===== src/rtl/bcd_to_bin_decoder.sv =====
// Packed-BCD to binary converter, one digit per cycle, MSD first.
// Define BCD2BIN_ERR_CHECK_EN to flag nibbles > 9 and zero the result.
module bcd_to_bin_decoder #(
  parameter int DIGITS = 4,
  parameter int BIN_W  = 14
) (
  input  logic                  clk,
  input  logic                  reset_n,
  input  logic                  in_valid,
  output logic                  in_ready,
  input  logic [4*DIGITS-1:0]   in_bcd,
  output logic                  out_valid,
  input  logic                  out_ready,
  output logic [BIN_W-1:0]      out_bin,
  output logic                  out_err
);

  localparam int IW = (DIGITS > 1) ? $clog2(DIGITS) : 1;

  if (BIN_W < $clog2(10 ** DIGITS)) begin : g_bad_width
    $error("BIN_W too small for DIGITS");
  end

  typedef enum logic [1:0] {
    IDLE,
    CONV,
    DONE
  } state_t;

  state_t              state;
  state_t              state_nx;
  logic [4*DIGITS-1:0] bcd_q;
  logic [BIN_W-1:0]    acc;
  logic [IW-1:0]       idx;
  logic                armed;
  logic [3:0]          nib;
  logic                take;

  // armed keeps in_ready low through reset and its release cycle
  assign in_ready  = armed && (state == IDLE);
  assign out_valid = (state == DONE);
  assign take      = in_valid && in_ready;
  assign nib       = 4'(bcd_q >> {idx, 2'b00});

  always_comb begin
    state_nx = state;
    unique case (state)
      IDLE: if (take) state_nx = CONV;
      CONV: if (idx == '0) state_nx = DONE;
      DONE: if (out_ready) state_nx = IDLE;
      default: state_nx = IDLE;
    endcase
  end

  always_ff @(posedge clk) begin
    if (!reset_n) begin
      state <= IDLE;
      armed <= 1'b0;
      bcd_q <= '0;
      acc   <= '0;
      idx   <= '0;
    end else begin
      armed <= 1'b1;
      state <= state_nx;
      if (state == IDLE && take) begin
        bcd_q <= in_bcd;
        acc   <= '0;
        idx   <= IW'(DIGITS - 1);
      end else if (state == CONV) begin
        acc <= (acc << 3) + (acc << 1) + BIN_W'(nib);
        if (idx != '0) idx <= idx - 1'b1;
      end
    end
  end

`ifdef BCD2BIN_ERR_CHECK_EN
  logic err;

  always_ff @(posedge clk) begin
    if (!reset_n) begin
      err <= 1'b0;
    end else if (state == IDLE && take) begin
      err <= 1'b0;
    end else if (state == CONV) begin
      err <= err | (nib > 4'd9);
    end
  end

  assign out_err = err;
  assign out_bin = err ? '0 : acc;
`else
  assign out_err = 1'b0;
  assign out_bin = acc;
`endif

endmodule

===== config.mk =====
export PLATFORM = sky130hd
export DESIGN_NAME = bcd_to_bin_decoder
export DESIGN_NICKNAME = d
export VERILOG_FILES = /design/src/rtl/bcd_to_bin_decoder.sv
export SDC_FILE = /design/constraint.sdc
export NUM_CORES = 1
export LEC_CHECK = 0
export CAP_MARGIN = 20
export CORE_UTILIZATION = 45
export DETAILED_ROUTE_END_ITERATION = 10
export PLACE_DENSITY_LB_ADDON = 0.3
export SYNTH_ARGS = -nofsm -noshare
export SYNTH_HDL_FRONTEND = slang
export SYNTH_SLANG_ARGS = --single-unit

===== constraint.sdc =====
create_clock -name clk -period 3.6 [get_ports clk]
set_input_delay 1.08 -clock clk [delete_from_list [all_inputs] [get_ports clk]]
set_output_delay 1.08 -clock clk [all_outputs]
set_load 0.05 [all_outputs]

# Yosys cells after proc, flatten, opt, wreduce, memory -nomap -nowiden
# Cells that the tools add are included.
[word_totals]
reg_bits = 35
out_inout_bits = 17
memories = 0
mem_bits_ro = 0
inputBits = 20
latch_bits = 0
ram_bits = 0
[op_classes]
reduce_logical = 11
magnitude_cmp = 0
div = 0
mux = 8
addsub = 3
bitwise_logic = 1
eq_ne = 5
multipliers = 0
shifts = 1
[op_table]
columns = ["operator", "n"]
rows = [
  ["$shr A16 B4 Y4", 1],
  ["$add A14 B14 Y14", 1],
  ["$add A14 B4 Y14", 1],
  ["$mux W2", 6],
  ["$pmux W2 S3", 1],
  ["$reduce_bool A2 Y1", 3],
  ["$logic_not A2 Y1", 2],
  ["$ne A2 B2 Y1 const B", 2],
  ["$logic_and A1 B1 Y1", 3],
  ["$reduce_and A3 Y1", 1],
  ["$eq A2 B1 Y1 const B", 1],
  ["$eq A2 B2 Y1 const B", 1],
  ["$ne A2 B1 Y1 const B", 1],
  ["$reduce_and A2 Y1", 1],
  ["$reduce_or A2 Y1", 1],
  ["$sub A2 B1 Y2 const B", 1],
  ["$mux W1", 1],
  ["$not A1 Y1", 1],
]

# Logic depth before layout (Yosys ltp)
# Gate-level depths: netlist (run 1).
[depth]
word_depth = 6
mapped_depth = 12
depth_no_buf = 11

# Least setup slack after synthesis (run 1)
# Ideal clock, no wire load.
[synth_timing]
path_kind = "flip-flop to flip-flop"
from = "register idx[0]"
to = "register acc[12] (netlist: out_bin[12])"
n_path_buf = 1
setup_time_ns = 0.073
stages_incl_launch_ff = 12
path_slack_ns = 0.488
arrival_time_ns = 3.039
period_less_slack_ns = 3.112
path_cell_list = "dfxtp_1 > clkbuf_1 > mux4_2 > ha_1 > ha_1 > fa_1 > a21o_1 > a21oi_2 > nor2b_1 > o31ai_1 > mux2_2 > o211ai_2"
[synth_via]
elab_chain_len = 2
[synth_lines]
columns = ["item", "line", "text"]
rows = [
  ["from (decl)", "34", "logic [IW-1:0] idx;"],
  ["from (signal assigned)", "68", "idx <= IW'(DIGITS - 1);"],
  ["from (signal assigned)", "71", "if (idx != '0) idx <= idx - 1'b1;"],
  ["$shr A16 B4 Y4", "43", "assign nib = 4'(bcd_q >> {idx, 2'b00});"],
  ["$add A14 B4 Y14", "70", "acc <= (acc << 3) + (acc << 1) + BIN_W'(nib);"],
  ["to (signal assigned)", "70", ""],
  ["to (decl)", "33", "logic [BIN_W-1:0] acc;"],
]
# No other way between the ends.
# A chain may end at the register's enable or synchronous reset.

# Final worst setup path (run 1)
# Same ends and word-level chain as after synthesis.

==> impl_metrics.json, run 1 <==
{
  "power.leakage_nw": 1.10,
  "clk_pin_slew_ps": 70,
  "multiInputGateArea_mm2": 0.00130,
  "ys_top_cells_by_count": "nand2_1 (50), dfxtp_1 (35), ha_1 (23)",
  "syn_avg_cell_area_um2": 8.80,
  "synth_top_area_cell": "dfxtp_1",
  "violations": "DRC",
  "grt_pass1_vias": 1706,
  "critPathKind": "flop to flop",
  "hold_depth": 2,
  "yosys.area.top_type_share_pct": 33.2,
  "netlist-cell-type-count": 45,
  "netlist_instances": 240,
  "finalCriticalPeriod_ps": 3190,
  "area_growth_syn_to_layout_pct": 20.9,
  "io_pins": 37,
  "max_clock_freq_mhz": 314,
  "n_antenna_cell": 0,
  "relSlewSlack_pct": 30.4,
  "start_util_pct": 47.5,
  "start_kind": "flop",
  "clock-sinks": 35,
  "regArea_um2": 701,
  "reg2reg_from": "idx[0]$_SDFFE_PN0P_",
  "grt_max_degree": 24,
  "final_nets": 315,
  "powerDensity_mw_per_mm2": 318,
  "required_ps": 3830,
  "synth_area_mm2": 0.00211,
  "clockBufferDepth": 2,
  "async_reset_ff_share_pct": 0,
  "cts_buffers": 5,
  "synthTopCellsByArea": "dfxtp_1 (33%), ha_1 (14%), nand2_1 (8.9%), a21boi_0 (6.4%), mux4_2 (4.3%)",
  "drive_above_1_share_pct": 7.75,
  "dp_hpwl_um": 3040,
  "synth.most_common_cell": "nand2_1",
  "status": "finished, violations left",
  "timing.rr.end": "out_bin[12]$_SDFFE_PP0N_",
  "grt_pass1_wl_um": 7570,
  "grt_overflow_total": 0,
  "nFillCells": 423,
  "cp_max_fo": 6,
  "r2r_cells": 10,
  "dieArea_mm2": 0.00497,
  "critical_path_arrival_ps": 3420,
  "yosysWarnings": 0,
  "setup_tns_ps": 0,
  "die_w_um": 70.5,
  "grtUsageTotal_pct": 19.2,
  "holdCritStartpoint": "out_bin[13]$_SDFFE_PP0N_",
  "hold_end": "out_bin[13]$_SDFFE_PP0N_",
  "hold_viol_final": 0,
  "ys_ff_latch": 35,
  "num_vias": 1726,
  "antenna_found_initial": 0,
  "cts_resized": 0,
  "fp-row-count": 24,
  "syn_nets": 285,
  "wl_per_cell_um": 12.9,
  "setup_viol": 0,
  "vdd_drop_max_uv": 234,
  "final-max-slew-violation-count": 0,
  "cts_hold_buf": 0,
  "hold_ws_ps": 463,
  "finalClockSkew_ps": 4.78,
  "synthFlopType": "dfxtp_1",
  "vias_per_cell": 5.34,
  "maxCapViolations": 0,
  "tightest_slew_ps": 1040,
  "drt_first_pass_iters": 7,
  "r2r_slack_ps": 410,
  "cts_tree": "yes",
  "ys_seq_area_share_pct": 33.2,
  "postRouteAntennaNets": 0,
  "endpoint_kind": "flop",
  "timing.final.crit_share_pct": 88.6,
  "synth_enable_flop_cells": 0,
  "first_iter_violations": 85,
  "gp_congestion": 0.855,
  "wirelength_um": 4170,
  "rsz0062_at_grt": "no",
  "portBuffers": 35,
  "worstSkewPairLatency_ps": 300,
  "die_h_um": 70.5,
  "cts_max_level": 2,
  "post_cts_buffers": 0,
  "cts_root_buffer": "clkbuf_8",
  "min_path_type": "flop to flop",
  "coreArea_mm2": 0.00444,
  "drc": 7
}
-- cell usage in the layout (no fill, tap or decap), drive strengths merged, types with 2 or more instances in the layout --
cell type / count
a211oi: 2
a21boi: 18
a21o: 6
a21oi: 12
a31oi: 2
and2: 2
and3: 2
clkbuf: 5
clkdlybuf4s50: 35
clkinvlp: 2
dfxtp: 35
fa: 2
ha: 23
inv: 10
mux4: 4
nand2: 52
nand3: 10
nand4: 4
nor2: 6
nor2b: 3
o21a: 3
o21ai: 5
or4: 2
xnor2: 7
xor2: 3
-- cell type report --
class,instances,area share [%]
Inverter,10,1.47
Clock inverter,3,0.784
Timing Repair Buffer,36,14.0
Tap cell,52,2.55
Sequential cell,35,27.5
Multi-Input combinational cell,182,51.0
Clock buffer,5,2.70
-- metal layers --
| metal | vias to the layer above | GRT usage (%) | wire length [um] |
|---|---|---|---|
| met3 | 7 | 5.19 | 141 |
| met4 | 0 | 7.03 | 56 |
| met5 | - | 0 | 0 |
| li1 | 890 | - | - |
| met2 | 28 | 31.4 | 1980 |
| met1 | 801 | 24.2 | 1990 |
-- per-stage QoR --
step                      total power [mW]  utilization, %  std cells  setup WS [ps]  cell area [um^2]
final                                0.811            57.4        323            411              2550
after global placement               0.534            55.4        315            501              2460
after CTS                            0.823            57.4        323            386              2550
after global routing                 0.853            57.4        323            249              2550
after floorplan                      0.500               -        240            488              2110
after detailed placement             0.537            55.4        315            428              2460
-- registers in the layout, indices dropped and copies added (netlist names) --
| signal | cells |
|---|---|
| armed | 1 |
| bcd_q | 16 |
| idx | 2 |
| out_bin | 14 |
| state | 2 |
-- how the worst max path moves through the flow --
stage | startpoint | to | slack [ps] | depth (start not counted)
5_1_grt | idx[0]$_SDFFE_PN0P_ | out_bin[12]$_SDFFE_PP0N_ | 250 | 10
3_3_place_gp | idx[0]$_SDFFE_PN0P_ | out_bin[12]$_SDFFE_PP0N_ | 500 | 10
2_1_floorplan | idx[0]$_SDFFE_PN0P_ | out_bin[12]$_SDFFE_PP0N_ | 490 | 11
3_5_place_dp | idx[0]$_SDFFE_PN0P_ | out_bin[12]$_SDFFE_PP0N_ | 430 | 10
6_report | idx[0]$_SDFFE_PN0P_ | out_bin[12]$_SDFFE_PP0N_ | 410 | 10
4_1_cts | idx[0]$_SDFFE_PN0P_ | out_bin[12]$_SDFFE_PP0N_ | 390 | 10
-- critical path: stages, from the launching register on --
cell      delay [ps]
dfxtp_1          520
mux4_2           550
ha_1             290
ha_1             220
fa_1             410
a21o_1           190
a21oi_2          160
nor2b_1           90
o31ai_1          250
mux2_2           380
o211ai_2          70
-- cell families (layout without fill, tap and decap cells) --
kind of cell	count (synthesis)	in the layout	synth area share [%]
AOI/OAI and AO/OA	53	53	17.4
xor gates and xnor gates	10	10	4.15
and+or+nand+nor	87	87	19.2
buffers and inverters	23	54	5.15
muxes	6	6	5.27
other	1	1	0.178
adders and majority gates	25	25	15.5
DFF	35	35	33.2
-- power by group --
group	switching (mW)	internal, mW	total [mW]
clock	0.150	0.134	0.285
sequential	0.0125	0.402	0.414
combinational	0.0598	0.0530	0.113
total	0.223	0.589	0.811
(Power assumes the default switching activity.)
==> run 2, diff against run 1 <==
==> constraint.sdc (replaced) <==
create_clock -name clk -period 3.51 [get_ports clk]
set_input_delay 1.053 -clock clk [delete_from_list [all_inputs] [get_ports clk]]
set_output_delay 1.053 -clock clk [all_outputs]
set_load 0.05 [all_outputs]
==> impl_metrics.json, run 2 (synthesized netlist as in run 1, its figures left out) <==
{
  "wl_met2_um": 1930,
  "relSlewSlack_pct": 52.0,
  "gp_congestion": 0.845,
  "clock-sinks": 35,
  "worstSkewPairLatency_ps": 290,
  "antenna_found_initial": 0,
  "cts_root_buffer": "clkbuf_8",
  "met3_length_um": 173,
  "area_growth_syn_to_layout_pct": 22.0,
  "status": "finished, violations left",
  "max_clock_freq_mhz": 313,
  "violations": "DRC",
  "drt_first_pass_iters": 7,
  "min_path_type": "flop to flop",
  "io_pins": 37,
  "first_iter_violations": 109,
  "post_cts_buffers": 0,
  "cts_tree": "yes",
  "final_area_mm2": 0.00258,
  "clk_pin_slew_ps": 70,
  "wl_per_cell_um": 12.8,
  "drt-met1-wl_um": 1990,
  "critPathKind": "flop to flop",
  "grt_overflow_total": 0,
  "rsz0062_at_grt": "no",
  "holdCritStartpoint": "out_bin[13]$_SDFFE_PP0N_",
  "fp-row-count": 24,
  "vias_per_cell": 5.32,
  "die_w_um": 70.5,
  "crit_path_max_incr_delay_ps": 550,
  "finalClockSkew_ps": 4.45,
  "largest_reg_flops": 16,
  "timing.final.crit_share_pct": 91.1,
  "cts_resized": 0,
  "cts_max_level": 2,
  "coreArea_mm2": 0.00444,
  "start_util_pct": 47.5,
  "clockBufferDepth": 2,
  "setup_tns_ps": 0,
  "final-max-slew-violation-count": 0,
  "start_kind": "flop",
  "final_cell_mix": "nand2_1 (50), dfxtp_1 (35), clkdlybuf4s50_1 (35), ha_1 (23), a21boi_0 (18)",
  "tightest_slew_ps": 719,
  "dp_hpwl_um": 3050,
  "power.leakage_nw": 1.11,
  "drive_above_1_share_pct": 7.75,
  "portBuffers": 35,
  "grt_max_degree": 22,
  "crit_top_cell": "ha_1",
  "r2r_slack_ps": 310,
  "drc": 8,
  "wirelength_um": 4140,
  "n_antenna_cell": 0,
  "regMostFlops": "bcd_q",
  "cts_hold_buf": 0,
  "vdd_drop_max_uv": 234,
  "top_layer": "met4",
  "grt_pass1_wl_um": 7490,
  "timing.rr.end": "out_bin[12]$_SDFFE_PP0N_",
  "die_h_um": 70.5,
  "critical_path_arrival_ps": 3420,
  "crit_chain": "mux4_2, ha_1, ha_1, fa_1, a21o_1, a21oi_2, nor2b_1, o31ai_1, mux2_2, o211ai_2",
  "cts_buffers": 5,
  "r2r_cells": 10,
  "dieArea_mm2": 0.00497,
  "reg2reg_from": "idx[0]$_SDFFE_PN0P_",
  "slowest_stage": "mux4_2",
  "num_vias": 1718,
  "required_ps": 3730,
  "powerDensity_mw_per_mm2": 349,
  "final_nets": 316,
  "cp_max_fo": 6,
  "grtUsageTotal_pct": 18.9,
  "maxCapViolations": 0,
  "setup_viol": 0,
  "grt_pass1_vias": 1675,
  "endpoint_kind": "flop",
  "hold_depth": 2,
  "finalCriticalPeriod_ps": 3200,
  "final_common_cell": "nand2_1",
  "nFillCells": 410,
  "hold_end": "out_bin[13]$_SDFFE_PP0N_",
  "dpl-instance-area_mm2": 0.00247,
  "postRouteAntennaNets": 0,
  "hold_viol_final": 0
}
[run 2: changes by cell type in the layout (fill, tap and decap cells not counted), sizes merged]
cell,delta
bufinv,+1
clkinv,-1
buf,+1
clkinvlp,-1
[run 2: critical path, delay by kind of cell, from the launching register on]
family,cells,cell delay (ps)
muxes,2,930
adders and majority gates,3,920
AOI/OAI and AO/OA,4,670
DFF,1,510
and+or+nand+nor,1,90
[run 2: worst max-delay path by stage]
stage	start	endpoint	slack, ps	depth (start not counted)
after floorplan	idx[0]$_SDFFE_PN0P_	out_bin[12]$_SDFFE_PP0N_	400	11
after global placement	idx[0]$_SDFFE_PN0P_	out_bin[12]$_SDFFE_PP0N_	410	10
after detailed placement	idx[0]$_SDFFE_PN0P_	out_bin[12]$_SDFFE_PP0N_	330	10
after CTS	idx[0]$_SDFFE_PN0P_	out_bin[12]$_SDFFE_PP0N_	300	10
after global routing	idx[0]$_SDFFE_PN0P_	out_bin[12]$_SDFFE_PP0N_	140	10
final	idx[0]$_SDFFE_PN0P_	out_bin[12]$_SDFFE_PP0N_	310	10
[run 2: power by group]
| group | switching (mW) | leakage [nW] | internal [mW] | total [mW] |
|---|---|---|---|---|
| logic | 0.0623 | 0.776 | 0.0555 | 0.118 |
| registers | 0.0127 | 0.285 | 0.412 | 0.425 |
| clock network | 0.150 | 0.0502 | 0.207 | 0.357 |
| total | 0.225 | 1.11 | 0.675 | 0.899 |
[run 2: layout make-up]
class / count / area [um^2] / share of cell area, %
sequential: 35 / 701 / 27.2
tap: 52 / 65.1 / 2.52
timing repair buffer: 37 / 365 / 14.2
clock inverter: 2 / 37.5 / 1.46
inverter: 10 / 37.5 / 1.46
clock buffer: 5 / 68.8 / 2.67
multi-input combinational: 182 / 1300 / 50.5
[run 2: metrics by stage]
| step | setup slack [ps] | util [%] | std cells | hold slack (ps) | power (mW) |
|---|---|---|---|---|---|
| floorplan | 398 | - | 240 | 440 | 0.513 |
| global placement | 410 | 55.6 | 316 | 449 | 0.549 |
| detailed placement | 328 | 55.6 | 316 | 454 | 0.552 |
| CTS | 295 | 58.0 | 323 | 464 | 0.907 |
| global route | 137 | 58.0 | 323 | 484 | 0.938 |
| finish | 313 | 58.0 | 323 | 461 | 0.899 |
[run 2: per-layer routing]
| layer | up-vias | global-route usage (%) |
|---|---|---|
| li1 | 891 | - |
| met1 | 782 | 24.3 |
| met2 | 39 | 31.4 |
| met3 | 6 | 5.19 |
| met4 | 0 | 4.76 |
| met5 | - | 0 |
==> run 3, diff against run 2 <==
--- a/config.mk
+++ b/config.mk
@@ -8,7 +8,8 @@
 export CAP_MARGIN = 20
 export CORE_UTILIZATION = 45
 export DETAILED_ROUTE_END_ITERATION = 10
-export PLACE_DENSITY_LB_ADDON = 0.3
+export PLACE_DENSITY = 0.7
+export RECOVER_POWER = 50
 export SYNTH_ARGS = -nofsm -noshare
 export SYNTH_HDL_FRONTEND = slang
 export SYNTH_SLANG_ARGS = --single-unit
==> impl_metrics.json, run 3 (synthesized netlist as in run 1, its figures left out) <==
{
  "final_cells": 324,
  "regMostFlops": "bcd_q",
  "holdCritStartpoint": "out_bin[13]$_SDFFE_PP0N_",
  "finalCriticalPeriod_ps": 3180,
  "r2r_slack_ps": 330,
  "final_common_cell": "nand2_1",
  "timing.final.crit_share_pct": 90.6,
  "critPathBufInv": 0,
  "grt_max_degree": 22,
  "critPathTopFamily": "multiplexers",
  "status": "finished, violations left",
  "reg2reg_from": "idx[0]$_SDFFE_PN0P_",
  "fp-row-count": 24,
  "crit_path_max_incr_delay_ps": 560,
  "final_nets": 316,
  "dieArea_mm2": 0.00497,
  "coreArea_mm2": 0.00444,
  "postRouteAntennaNets": 0,
  "start_kind": "flop",
  "clockBufferDepth": 2,
  "final-max-slew-violation-count": 0,
  "timing.rr.end": "out_bin[12]$_SDFFE_PP0N_",
  "critPathKind": "flop to flop",
  "cp.depth": 10,
  "grt_overflow_total": 0,
  "wl_per_cell_um": 12.3,
  "setup_viol": 0,
  "clk_pin_slew_ps": 70,
  "area_growth_syn_to_layout_pct": 21.9,
  "hold_end": "out_bin[13]$_SDFFE_PP0N_",
  "n_antenna_cell": 0,
  "worstSkewPairLatency_ps": 290,
  "wirelength_um": 3990,
  "vias_per_cell": 5.25,
  "cts_resized": 0,
  "cts_hold_buf": 0,
  "required_ps": 3720,
  "crit_top_cell": "ha_1",
  "drt_first_pass_iters": 7,
  "start_util_pct": 47.5,
  "rsz0062_at_grt": "no",
  "num_vias": 1702,
  "gp_congestion": 0.826,
  "hold_viol_final": 0,
  "setup_tns_ps": 0,
  "relSlewSlack_pct": 47.5,
  "hold_depth": 2,
  "violations": "DRC",
  "drive_above_1_share_pct": 6.99,
  "grt_pass1_wl_um": 7360,
  "place_inst": 316,
  "antenna_found_initial": 0,
  "die_h_um": 70.5,
  "crit_chain": "mux4_2, ha_1, ha_1, fa_1, a21o_1, a21oi_2, nor2b_1, o31ai_1, mux2_2, o211ai_2",
  "post_cts_buffers": 0,
  "power.leakage_nw": 1.11,
  "dpl-instance-area_mm2": 0.00247,
  "vdd_drop_max_uv": 246,
  "dp_hpwl_um": 3000,
  "dp_slack_ps": 344,
  "largest_reg_flops": 16,
  "critical_path_arrival_ps": 3390,
  "cts_max_level": 2,
  "maxCapViolations": 0,
  "r2r_cells": 10,
  "slowest_stage": "mux4_2",
  "final_area_mm2": 0.00257,
  "powerDensity_mw_per_mm2": 350,
  "min_path_type": "flop to flop",
  "grtUsageTotal_pct": 18.7,
  "endpoint_kind": "flop",
  "nFillCells": 433,
  "drc": 2,
  "finalClockSkew_ps": 8.53,
  "portBuffers": 35,
  "clock-sinks": 35,
  "io_pins": 37,
  "cts_root_buffer": "clkbuf_8",
  "cts_tree": "yes",
  "final_cell_mix": "nand2_1 (52), dfxtp_1 (35), clkdlybuf4s50_1 (33), ha_1 (23), a21boi_0 (18)",
  "cts_buffers": 5,
  "die_w_um": 70.5,
  "grt_pass1_vias": 1633,
  "max_clock_freq_mhz": 314,
  "cp_max_fo": 6,
  "tightest_slew_ps": 786,
  "first_iter_violations": 51,
  "setup_slack_ps": 330
}
## run 3: cell types whose count changed in the layout (fill, tap and decap cells not counted)
cell / previous run / this run
and2_0: 0 / 1
nand2_2: 2 / 0
dlygate4sd3_1: 0 / 2
nand2_1: 50 / 52
clkinv_2: 0 / 1
and2_1: 2 / 1
clkdlybuf4s50_1: 35 / 33
clkinv_4: 0 / 1
clkbuf_1: 0 / 1
clkinvlp_4: 1 / 0
buf_4: 2 / 1
## run 3: area by class of cell
class	instances	area (um^2)	share of cell area [%]
clock inverter	3	43.8	1.70
sequential	35	701	27.2
inverter	10	37.5	1.46
clock buffer	5	68.8	2.67
timing repair buffer	37	362	14.0
tap	52	65.1	2.53
multi-input combinational	182	1300	50.4
## run 3: worst min-delay path, cell delays in order (launching register included)
cell     delay, ps
dfxtp_1        310
nand3_1         60
o21ai_1         50
## run 3: metrics by stage
stage	util [%]	total power [mW]	hold WS [ps]
floorplan	-	0.513	440
global placement	55.6	0.550	448
detailed placement	55.6	0.552	454
CTS	58.1	0.915	463
global route	57.9	0.947	483
finish	57.9	0.900	461
## run 3: worst max-delay path by stage
| stage | startpoint | endpoint | slack [ps] |
|---|---|---|---|
| after floorplan | idx[0]$_SDFFE_PN0P_ | out_bin[12]$_SDFFE_PP0N_ | 400 |
| after global placement | idx[0]$_SDFFE_PN0P_ | out_bin[12]$_SDFFE_PP0N_ | 410 |
| after detailed placement | idx[0]$_SDFFE_PN0P_ | out_bin[12]$_SDFFE_PP0N_ | 340 |
| after CTS | idx[0]$_SDFFE_PN0P_ | out_bin[12]$_SDFFE_PP0N_ | 300 |
| after global routing | idx[0]$_SDFFE_PN0P_ | out_bin[12]$_SDFFE_PP0N_ | 110 |
| final | idx[0]$_SDFFE_PN0P_ | out_bin[12]$_SDFFE_PP0N_ | 330 |
## run 3: routing by layer
metal | part of all wire [%] | vias to the layer above | GRT usage (%)
met5 | 0 | - | 0
met4 | 1.3 | 0 | 5.44
met3 | 3.3 | 5 | 4.33
met2 | 47 | 31 | 30.3
met1 | 48 | 771 | 24.8
li1 | - | 895 | -
## run 3: where the power goes
group	switching [mW]	internal [mW]	leakage, nW
registers	0.0130	0.412	0.285
logic	0.0606	0.0539	0.772
clock network	0.149	0.211	0.0581
total	0.223	0.677	1.11
